### config.mk
export PLATFORM = sky130hd
export DESIGN_NAME = rom_fetcher
export DESIGN_NICKNAME = d
export VERILOG_FILES = /design/src/rtl/rom_fetcher_pkg.sv /design/src/rtl/rom_fetcher_cycle_timer.sv /design/src/rtl/rom_fetcher.sv
export SDC_FILE = /design/constraint.sdc
export NUM_CORES = 1
export LEC_CHECK = 0
export CAP_MARGIN = 15
export CORE_ASPECT_RATIO = 1.1
export CORE_MARGIN = 5
export CORE_UTILIZATION = 49
export CTS_BUF_LIST = sky130_fd_sc_hd__clkbuf_4
export DETAILED_ROUTE_END_ITERATION = 8
export PLACE_DENSITY = 0.81
export SYNTH_ARGS = -nofsm -noshare
export SYNTH_HDL_FRONTEND = slang
export SYNTH_HIERARCHICAL = 1
export SYNTH_SLANG_ARGS = --single-unit
export TNS_END_PERCENT = 20
### constraint.sdc
create_clock -name clock -period 2 [get_ports clock]
set_clock_uncertainty 0.1 [all_clocks]
set_input_delay 0.3 -clock clock [delete_from_list [all_inputs] [get_ports clock]]
set_output_delay 0.3 -clock clock [all_outputs]
set_load 0.01 [all_outputs]
### src/rtl/rom_fetcher_pkg.sv
// Shared bus definitions for the ROM fetcher: nibble bus width, address layout
// and the eight-phase instruction cycle encoding.
package rom_fetcher_pkg;

    localparam int BUS_W   = 4;
    localparam int ADDR_W  = 12;
    localparam int BYTE_W  = 2 * BUS_W;
    localparam int NIBBLES = ADDR_W / BUS_W;

    typedef enum logic [2:0] {
        PH_A1 = 3'd0,
        PH_A2 = 3'd1,
        PH_A3 = 3'd2,
        PH_M1 = 3'd3,
        PH_M2 = 3'd4,
        PH_X1 = 3'd5,
        PH_X2 = 3'd6,
        PH_X3 = 3'd7
    } phase_t;

    // Only the address phases may drive the shared bus; responders own M1-X3.
    function automatic logic drives_bus(input phase_t ph);
        return (ph == PH_A1) || (ph == PH_A2) || (ph == PH_A3);
    endfunction

endpackage

### src/rtl/rom_fetcher_cycle_timer.sv
// Free-running eight-phase cycle counter; halt freezes it, reset parks it in X3.
module cycle_timer
    import rom_fetcher_pkg::*;
(
    input  logic   clock,
    input  logic   reset,
    input  logic   halt,
    output phase_t phase,
    output logic   sync
);

    phase_t phase_reg;
    phase_t phase_next;

    always_ff @(posedge clock or posedge reset) begin
        if (reset) begin
            phase_reg <= PH_X3;
        end else begin
            phase_reg <= phase_next;
        end
    end

    always_comb begin
        phase_next = phase_reg;
        if (!halt) begin
            if (phase_reg == PH_X3) begin
                phase_next = PH_A1;
            end else begin
                phase_next = phase_t'(phase_reg + 3'd1);
            end
        end
    end

    assign phase = phase_reg;
    assign sync  = (phase_reg == PH_X3);

endmodule

### src/rtl/rom_fetcher.sv
// Nibble-serial ROM fetch engine: sends a 12-bit address in A1-A3, collects the
// returned byte in M1/M2 and reports it in X1 of the same instruction cycle.
module rom_fetcher
    import rom_fetcher_pkg::*;
(
    input  logic              clock,
    input  logic              reset,
    input  logic              halt,
    input  logic [BUS_W-1:0]  data_i,
    output logic [BUS_W-1:0]  data_o,
    output logic              data_en,
    output logic              sync,
    output logic              rom_cmd,
    input  logic              req_valid,
    input  logic [ADDR_W-1:0] req_addr,
    output logic              req_ready,
    output logic              rsp_valid,
    output logic [BYTE_W-1:0] rsp_data
);

    phase_t              phase;
    logic                active_reg;
    logic [ADDR_W-1:0]   addr_reg;
    logic [BUS_W-1:0]    opr_reg;
    logic [BYTE_W-1:0]   rsp_data_reg;
    logic [BUS_W-1:0]    addr_nib [4];

    cycle_timer u_cycle_timer (
        .clock (clock),
        .reset (reset),
        .halt  (halt),
        .phase (phase),
        .sync  (sync)
    );

    // Nibble lookup indexed directly by phase[1:0] during A1-A3; slot 3 is never driven out.
    for (genvar gi = 0; gi < 4; gi++) begin : g_nib
        if (gi < NIBBLES) begin : g_used
            assign addr_nib[gi] = addr_reg[gi*BUS_W +: BUS_W];
        end else begin : g_pad
            assign addr_nib[gi] = '0;
        end
    end

    // The active flag is decided only at X3, so it covers exactly the following cycle.
    always_ff @(posedge clock or posedge reset) begin
        if (reset) begin
            active_reg   <= 1'b0;
            addr_reg     <= '0;
            opr_reg      <= '0;
            rsp_data_reg <= '0;
        end else if (!halt) begin
            if (phase == PH_X3) begin
                active_reg <= req_valid;
                if (req_valid) begin
                    addr_reg <= req_addr;
                end
            end
            if (active_reg && (phase == PH_M1)) begin
                opr_reg <= data_i;
            end
            if (active_reg && (phase == PH_M2)) begin
                rsp_data_reg <= {opr_reg, data_i};
            end
        end
    end

    always_comb begin
        data_en   = active_reg && drives_bus(phase);
        data_o    = '0;
        if (data_en) begin
            data_o = addr_nib[phase[1:0]];
        end
        rom_cmd   = active_reg && (phase == PH_A3);
        rsp_valid = active_reg && (phase == PH_X1);
        req_ready = (phase == PH_X3) && !halt && req_valid && !reset;
    end

    assign rsp_data = rsp_data_reg;

endmodule

==> results of run 1 <==
[cells by family (layout without fill, tap and decap cells)]
group           after synthesis  count (layout)  share of synthesized area
compound gates                7               7                    0.03172
fa+ha+maj                     2               2                    0.01865
buf+inv                       7              62                    0.05037
flops                        28              28                     0.5252
mux                          30              30                     0.2705
simple gates                 19              19                     0.1035
[power breakdown]
part	switching (mW)	total, mW	leakage [nW]	internal (mW)
logic	0.436	1.20	0.540	0.761
registers	0.167	1.01	0.350	0.844
clock network	0.160	0.234	0.0154	0.0733
total	0.763	2.44	0.905	1.68
[stage by stage]
stage / worst slack (ps) / cells / setup TNS, ps / total power [mW]
floorplan: 111.8 / 93 / 0 / 1.638
global placement: -237.2 / 169 / -632.9 / 2.010
detailed placement: -266.0 / 169 / -1027 / 2.056
CTS: -184.5 / 180 / -790.1 / 2.380
global route: -245.4 / 181 / -1078 / 2.608
finish: -151.4 / 181 / -543.3 / 2.442
[metal layers]
metal / GRT usage / up-vias / wire length, um
met5: 0 / - / 0
met4: 0.04155 / 0 / 17
met3: 0.02988 / 2 / 141
met2: 0.2892 / 26 / 1483
met1: 0.1796 / 457 / 1164
li1: - / 435 / -
[area by class of cell]
class	count	share of cell area
Inverter	3	0.006000
Clock inverter	1	0.002000
Tap cell	33	0.02200
Timing Repair Buffer	55	0.2593
Multi-Input combinational cell	58	0.3233
Sequential cell	28	0.3753
Clock buffer	3	0.01200
[worst register-to-register path, cell delays in order (launching register included)]
cell and delay (ps):
dfstp_2 630, buf_6 130, nand2_4 50, or3_4 330, buf_4 210, mux2_4 320
[how the worst max path moves through the flow]
stage                                             startpoint         to  slack (ps)  depth (start not counted)
final                     u_cycle_timer/phase[0]$_DFFE_PP1N_  data_o[0]        -150                          6
after global routing      u_cycle_timer/phase[0]$_DFFE_PP1N_  data_o[3]        -250                          6
after CTS                 u_cycle_timer/phase[0]$_DFFE_PP1N_  req_ready        -180                          5
after detailed placement                                halt  req_ready        -270                          5
after global placement                                  halt  req_ready        -240                          5
after floorplan           u_cycle_timer/phase[0]$_DFFE_PP1N_  req_ready         110                          6
[cells in the final DEF, fill, tap and decap left out, types with 2 or more instances in the layout]
cell / netlist / final
clkdlybuf4s50_1: 0 / 27
dfrtp_1: 25 / 25
mux2_2: 18 / 18
buf_4: 0 / 16
mux2_4: 8 / 8
buf_2: 0 / 6
nand2_1: 4 / 4
inv_1: 3 / 3
mux2i_1: 4 / 3
clkbuf_4: 0 / 3
clkbuf_2: 0 / 3
dfstp_2: 3 / 3
nand2b_4: 1 / 2
nor3_1: 2 / 2
a21oi_1: 4 / 2
or2_4: 0 / 2
a21oi_2: 0 / 2
buf_12: 1 / 2
ha_1: 2 / 2
[what timing repair did]
item	4_1_cts	5_1_grt
resized for setup	27	17
endpoints found under the setup margin	9	9
endpoints found under the hold margin	0	0
setup buffers	7	1
pin swaps	0	4
==> impl_results.md, run 1 <==
* CTS tree: built
* Crit path buffers/inverters at 3
* Final hold slack at 225.9 ps
* Routed vias/inst at 5.083
* CP delay by family, top: flip-flops
* Worst min path class: in2async
* Outcome: complete, but fails checks
* Transition time of the tightest slew-check pin at 434.8 ps
* Global-route wire length before repair at 4602 um
* Largest area contributor in the netlist: dfrtp_1
* Fmax at 464.8 MHz
* Synth unique cells at 26
* RSZ-0062 raised after global routing: yes
* GRT overflow at 0
* Yosys warns at 6
* Crit path required time at 1600 ps
* # setup viols final at 6
* Hold_buf cts at 0
* Nets at around 170
* First-pass DRT Iterations at 2
* Final core occ at 0.6944
* Multi-input gate area in the final layout at 606.8 um2
* Die ar. at 3885 um2
* Min Tclk post-route at 2151 ps
* Layout area overhead at 39.93%
* Clock Root Buffer: clkbuf_4
* Gp weighted congestion at 0.8077
* Die width at 59.89 um
* Max-Cap Viols at 0
* Inserted Clock Buffers at 3
* Clock latency on the worst-skew pair at between 300 and 400 ps
* Post-synthesis cell area at between 1000 and 1500 um2
* Power per standard cell area at about 1300 nW/um2
* Ant diodes at 0
* Vias in the first global route at around 1.0k
* Worst Setup End Kind: output port
* Slowest stage delay, CP at approximately 630 ps
* Clk buf depth at 2
* Slew Viols, Final at 0
* Max reg flops at 12
* Crit path cell chain: buf_12, buf_4, mux2i_1, or2_4, a21oi_2, buf_2
* # fillers at 217
* RR Startpoint: u_cycle_timer/phase[0]$_DFFE_PP1N_
* Most instantiated cells after synthesis: dfrtp_1, mux2_2, mux2_4
* Via Count at 920
* Slowest stage cell, crit path: dfstp_2
* Initial antenna violation count at 0
* Largest net degree at the start of global routing at 17
* Most frequent cell after synthesis: dfrtp_1
* Crit path DAT at 1750 ps
* Global Route Usage Sum at 0.1571
* Leakage at between 0.9 and 1 nW
* Starting Density at 0.4963
* ANT nets after route at 0
* IO Pins at 37
* Htree depth at 1
* Layout cell share with drive strength beyond 1 at 0.5135
* Violated checks: negative setup slack
* Relative slew slack at 0.7098
* Cells on worst reg2reg path at 5
* Asr flop ratio synth at 1.000
* Worst ir drop on vdd at 811.8 uV
* Crit-path max FO at 5
* Syn Inst Count at 93
* Drt initial violations at 5
* Mean Syn Cell Area at about 14 um2
* PortBufs at 36
* Clock-pin slew on the worst setup and hold paths at 150 ps
* DP Wirelength at 2025 um
* # DRC at 0
* PnR worst setup slack at -151.4 ps
* Hold Violations, Final at 0
* Core ar. at 2703 um2
* Die height at 64.87 um
* FF+latch area at 704.4 um2
* Critical Path Start Type: register
* Routed WL at 2807 um
* Placed cell area at 1782 um2
* Most used flip-flop cell after synthesis: dfrtp_1
* Flops & latches, synth at 28
* Crit Path Class: reg2out
* Yosys top cell area share at 0.4664
* Fin area at between 1500 and 2000 um2
* R2r setup slk at 130 ps
* Post-synth EDFFs at 0
* Final Cycle Share at 1.076
* Reg2Reg Capture Point: addr_reg[0]$_DFFE_PP0P_
* Synth Net Count at 115
* # clock sinks at 28
* Drt wl/cell at 15.51 um
* FP Rows at 20
* Seq/Total Area, Yosys at 0.5252
* Top cells by area, synth: dfrtp_1, mux2_2, mux2_4
No activity file was read; power rests on OpenSTA's default activity.
==> inputs of run 2 (changes only) <==
CAP_MARGIN = 10   (was 15)
==> results of run 2 <==
The final DEF is identical to that of run 1; final timing and power are the same.
==> inputs of run 3 (changes only) <==
clock period = 2.4 ns   (was 2 ns; I/O delays follow)
==> run 3 against run 2 <==
Net effect: the flow now finishes without violations; sequential power fell by 12%; clock power fell by 19%; wire length fell by 6.3%; die area unchanged; sequential share of layout area rose by 2.6 points; final cell count fell by 6.1%; critical path depth is 2 lower; critical endpoint is now data_o[2]; largest power group is now registers.
==> impl_results.md, run 3 (synthesis results as in run 1) <==
* Via Count at 876 (-4.8%)
* Ant diodes at 0 (unchanged)
* Total power at 1.833 mW (-25%)
* IO Pins at 37 (unchanged)
* PortBufs at 36 (unchanged)
* RSZ-0062 raised after global routing: no
* Fmax at about 440 MHz
* Nets at 160 (-6.4%)
* Crit-path max FO at 8 (+3)
* Slowest stage cell, crit path: dfstp_4
* Gp weighted congestion at 0.7712 (-4.5%)
* GRT overflow at 0 (unchanged)
* Starting Density at 0.4963 (unchanged)
* Layout cell share with drive strength beyond 1 at 0.3577 (-0.1558)
* Max reg flops at 12 (unchanged)
* Htree depth at 1 (unchanged)
* Relative slew slack at 0.6811 (-0.02870)
* Pre-CTS WS at -19.01 ps (+247.0 ps)
* Final Cycle Share at 0.9505
* Combinational share of power at 0.414 (-0.076)
* Crit Path Class: reg2out
* Outcome: complete, no violations
* Commonest non-fill, non-tap cell in the layout: clkdlybuf4s50_1
* Cells on worst reg2reg path at 4 (-1)
* Most frequent cells in the layout: clkdlybuf4s50_1, dfrtp_1, mux2_2
* DP Wirelength at 1961 um (-3.2%)
* Transition time of the tightest slew-check pin at 477.8 ps (+43.01 ps)
* Clock share of power at 0.103 (+0.007)
* Die ar. at 3885 um2 (unchanged)
* Slowest stage delay, CP at 720 ps (+90 ps)
* First-pass DRT Iterations at 4 (+2)
* Clock latency on the worst-skew pair at 320 ps (about the same)
* R2r setup slk at 540 ps (+410 ps)
* Worst ir drop on vdd at 666.9 uV (-18%)
* # fillers at 241 (+11%)
* Clk buf depth at 2 (unchanged)
* Routed WL at 2630 um (-6.3%)
* Layout area overhead at 31.72%
* Seq pwr share at 0.483 (+0.069)
* Clock-pin slew on the worst setup and hold paths at 140 ps (about the same)
* Internal Power at 1.264 mW (-25%)
* Worst Setup End Kind: output port
* Worst min path class: in2async
* CTS tree: built
* Max-Cap Viols at 0 (unchanged)
* RR Startpoint: u_cycle_timer/phase[0]$_DFFE_PP1N_
* PnR worst setup slack at 118.8 ps (+270.2 ps)
* CP delay by family, top: flip-flops
* # clock sinks at 28 (unchanged)
* Core ar. at 2703 um2 (unchanged)
* Slew Viols, Final at 0 (unchanged)
* Leakage at 0.8557 nW (-5.5%)
* Largest net degree at the start of global routing at 16 (-1)
* Routed vias/inst at 5.153 (+1.4%)
* Initial antenna violation count at 0 (unchanged)
* Final hold slack at 292.6 ps (+66.79 ps)
* Drt wl/cell at 15.47 um (-0.24%)
* Global Route Usage Sum at 0.1464 (-0.01067)
* CP Depth at 4 (-2)
* Final core occ at 0.6537 (-0.04074)
* Net Sw Frac at 0.3104 (-0.002214)
* Reg2Reg Capture Point: addr_reg[5]$_DFFE_PP0P_
* Critical Path Start Type: register
* Crit path required time at 1940 ps (+340 ps)
* FP Rows at 20 (unchanged)
* Crit path DAT at 1820 ps (+70 ps)
* Drt initial violations at 17 (+12)
* Power per standard cell area at 1037 nW/um2 (-20%)
* Hold Violations, Final at 0 (unchanged)
* Vias in the first global route at 987 (-5.0%)
* Crit path buffers/inverters at 1 (-2)
* Inserted Clock Buffers at 3 (unchanged)
* Die width at 59.89 um (unchanged)
* Fin area at 1767 um2 (-5.9%)
* Clock Root Buffer: clkbuf_4
* Die height at 64.87 um (unchanged)
* ANT nets after route at 0 (unchanged)
* Global-route wire length before repair at 4429 um (-3.8%)
* # setup viols final at 0 (-6)
* Min Tclk post-route at 2281 ps
* # DRC at 0 (unchanged)
* Placed cell area at 1732 um2 (-2.8%)
* Crit path cell chain: and2b_2, a2bb2oi_1, nor2_1, dlygate4sd2_1
* Switching Power at 569.0 uW (-25%)
-- run 3: cell count changes in the layout (fill, tap and decap cells not counted), moves of 3 or more --
cell	change
clkbuf_2	-3
dlygate4sd2_1	+8
buf_2	-6
buf_4	-8
-- run 3: per-stage QoR --
stage | TNS (ps) | std cells
after floorplan | 0 | 93
after global placement | 0 | 164
after detailed placement | -19.01 | 164
after CTS | 0 | 170
after global routing | 0 | 170
final | 0 | 170
-- run 3: worst reg2reg max path: cells and delay by family (launching register included) --
kind,cells,cell delay (ps)
and+or+nand+nor,2,410
buffers and inverters,1,220
muxes,1,320
DFF,1,720
-- run 3: worst max-delay path by stage --
| stage | startpoint | end | slack (ps) |
|---|---|---|---|
| after floorplan | u_cycle_timer/phase[0]$_DFFE_PP1N_ | req_ready | 450 |
| after global placement | halt | req_ready | 40 |
| final | u_cycle_timer/phase[0]$_DFFE_PP1N_ | data_o[2] | 120 |
| after global routing | u_cycle_timer/phase[0]$_DFFE_PP1N_ | data_o[0] | 20 |
| after detailed placement | halt | req_ready | -20 |
| after CTS | u_cycle_timer/phase[0]$_DFFE_PP1N_ | data_o[0] | 100 |
-- run 3: repair_timing --
action	4_1_cts	5_1_grt
hold buffers	0	0
setup endpoints to repair	7	0
setup buffers	2	0
resized for setup	9	0
-- run 3: area by class of cell --
| class | count | area [um2] | share of cell area |
|---|---|---|---|
| Sequential cell | 28 | 708.2 | 0.4009 |
| Multi-Input combinational cell | 58 | 569.3 | 0.3222 |
| Timing Repair Buffer | 44 | 410.4 | 0.2323 |
| Tap cell | 33 | 41.29 | 0.02337 |
| Clock buffer | 3 | 22.52 | 0.01275 |
| Inverter | 3 | 11.26 | 0.006374 |
| Clock inverter | 1 | 3.754 | 0.002125 |
-- run 3: power by group through the flow --
stage	Combinational, mW	Sequential [mW]	Clock, mW
final	0.759	0.886	0.189
after global routing	0.830	0.915	0.228
after CTS	0.767	0.886	0.201
after detailed placement	0.756	0.899	0
after global placement	0.736	0.886	0
after floorplan	0.528	0.837	0
-- run 3: per-layer routing --
| layer | vias to the layer above | part of all wire | routed length (um) | global-route usage |
|---|---|---|---|---|
| met5 | - | 0 | 0 | 0 |
| met4 | 0 | 0.013 | 34 | 0.03878 |
| met3 | 6 | 0.069 | 182 | 0.03386 |
| met2 | 31 | 0.51 | 1330 | 0.2486 |
| met1 | 424 | 0.41 | 1083 | 0.1832 |
| li1 | 415 | - | - | - |
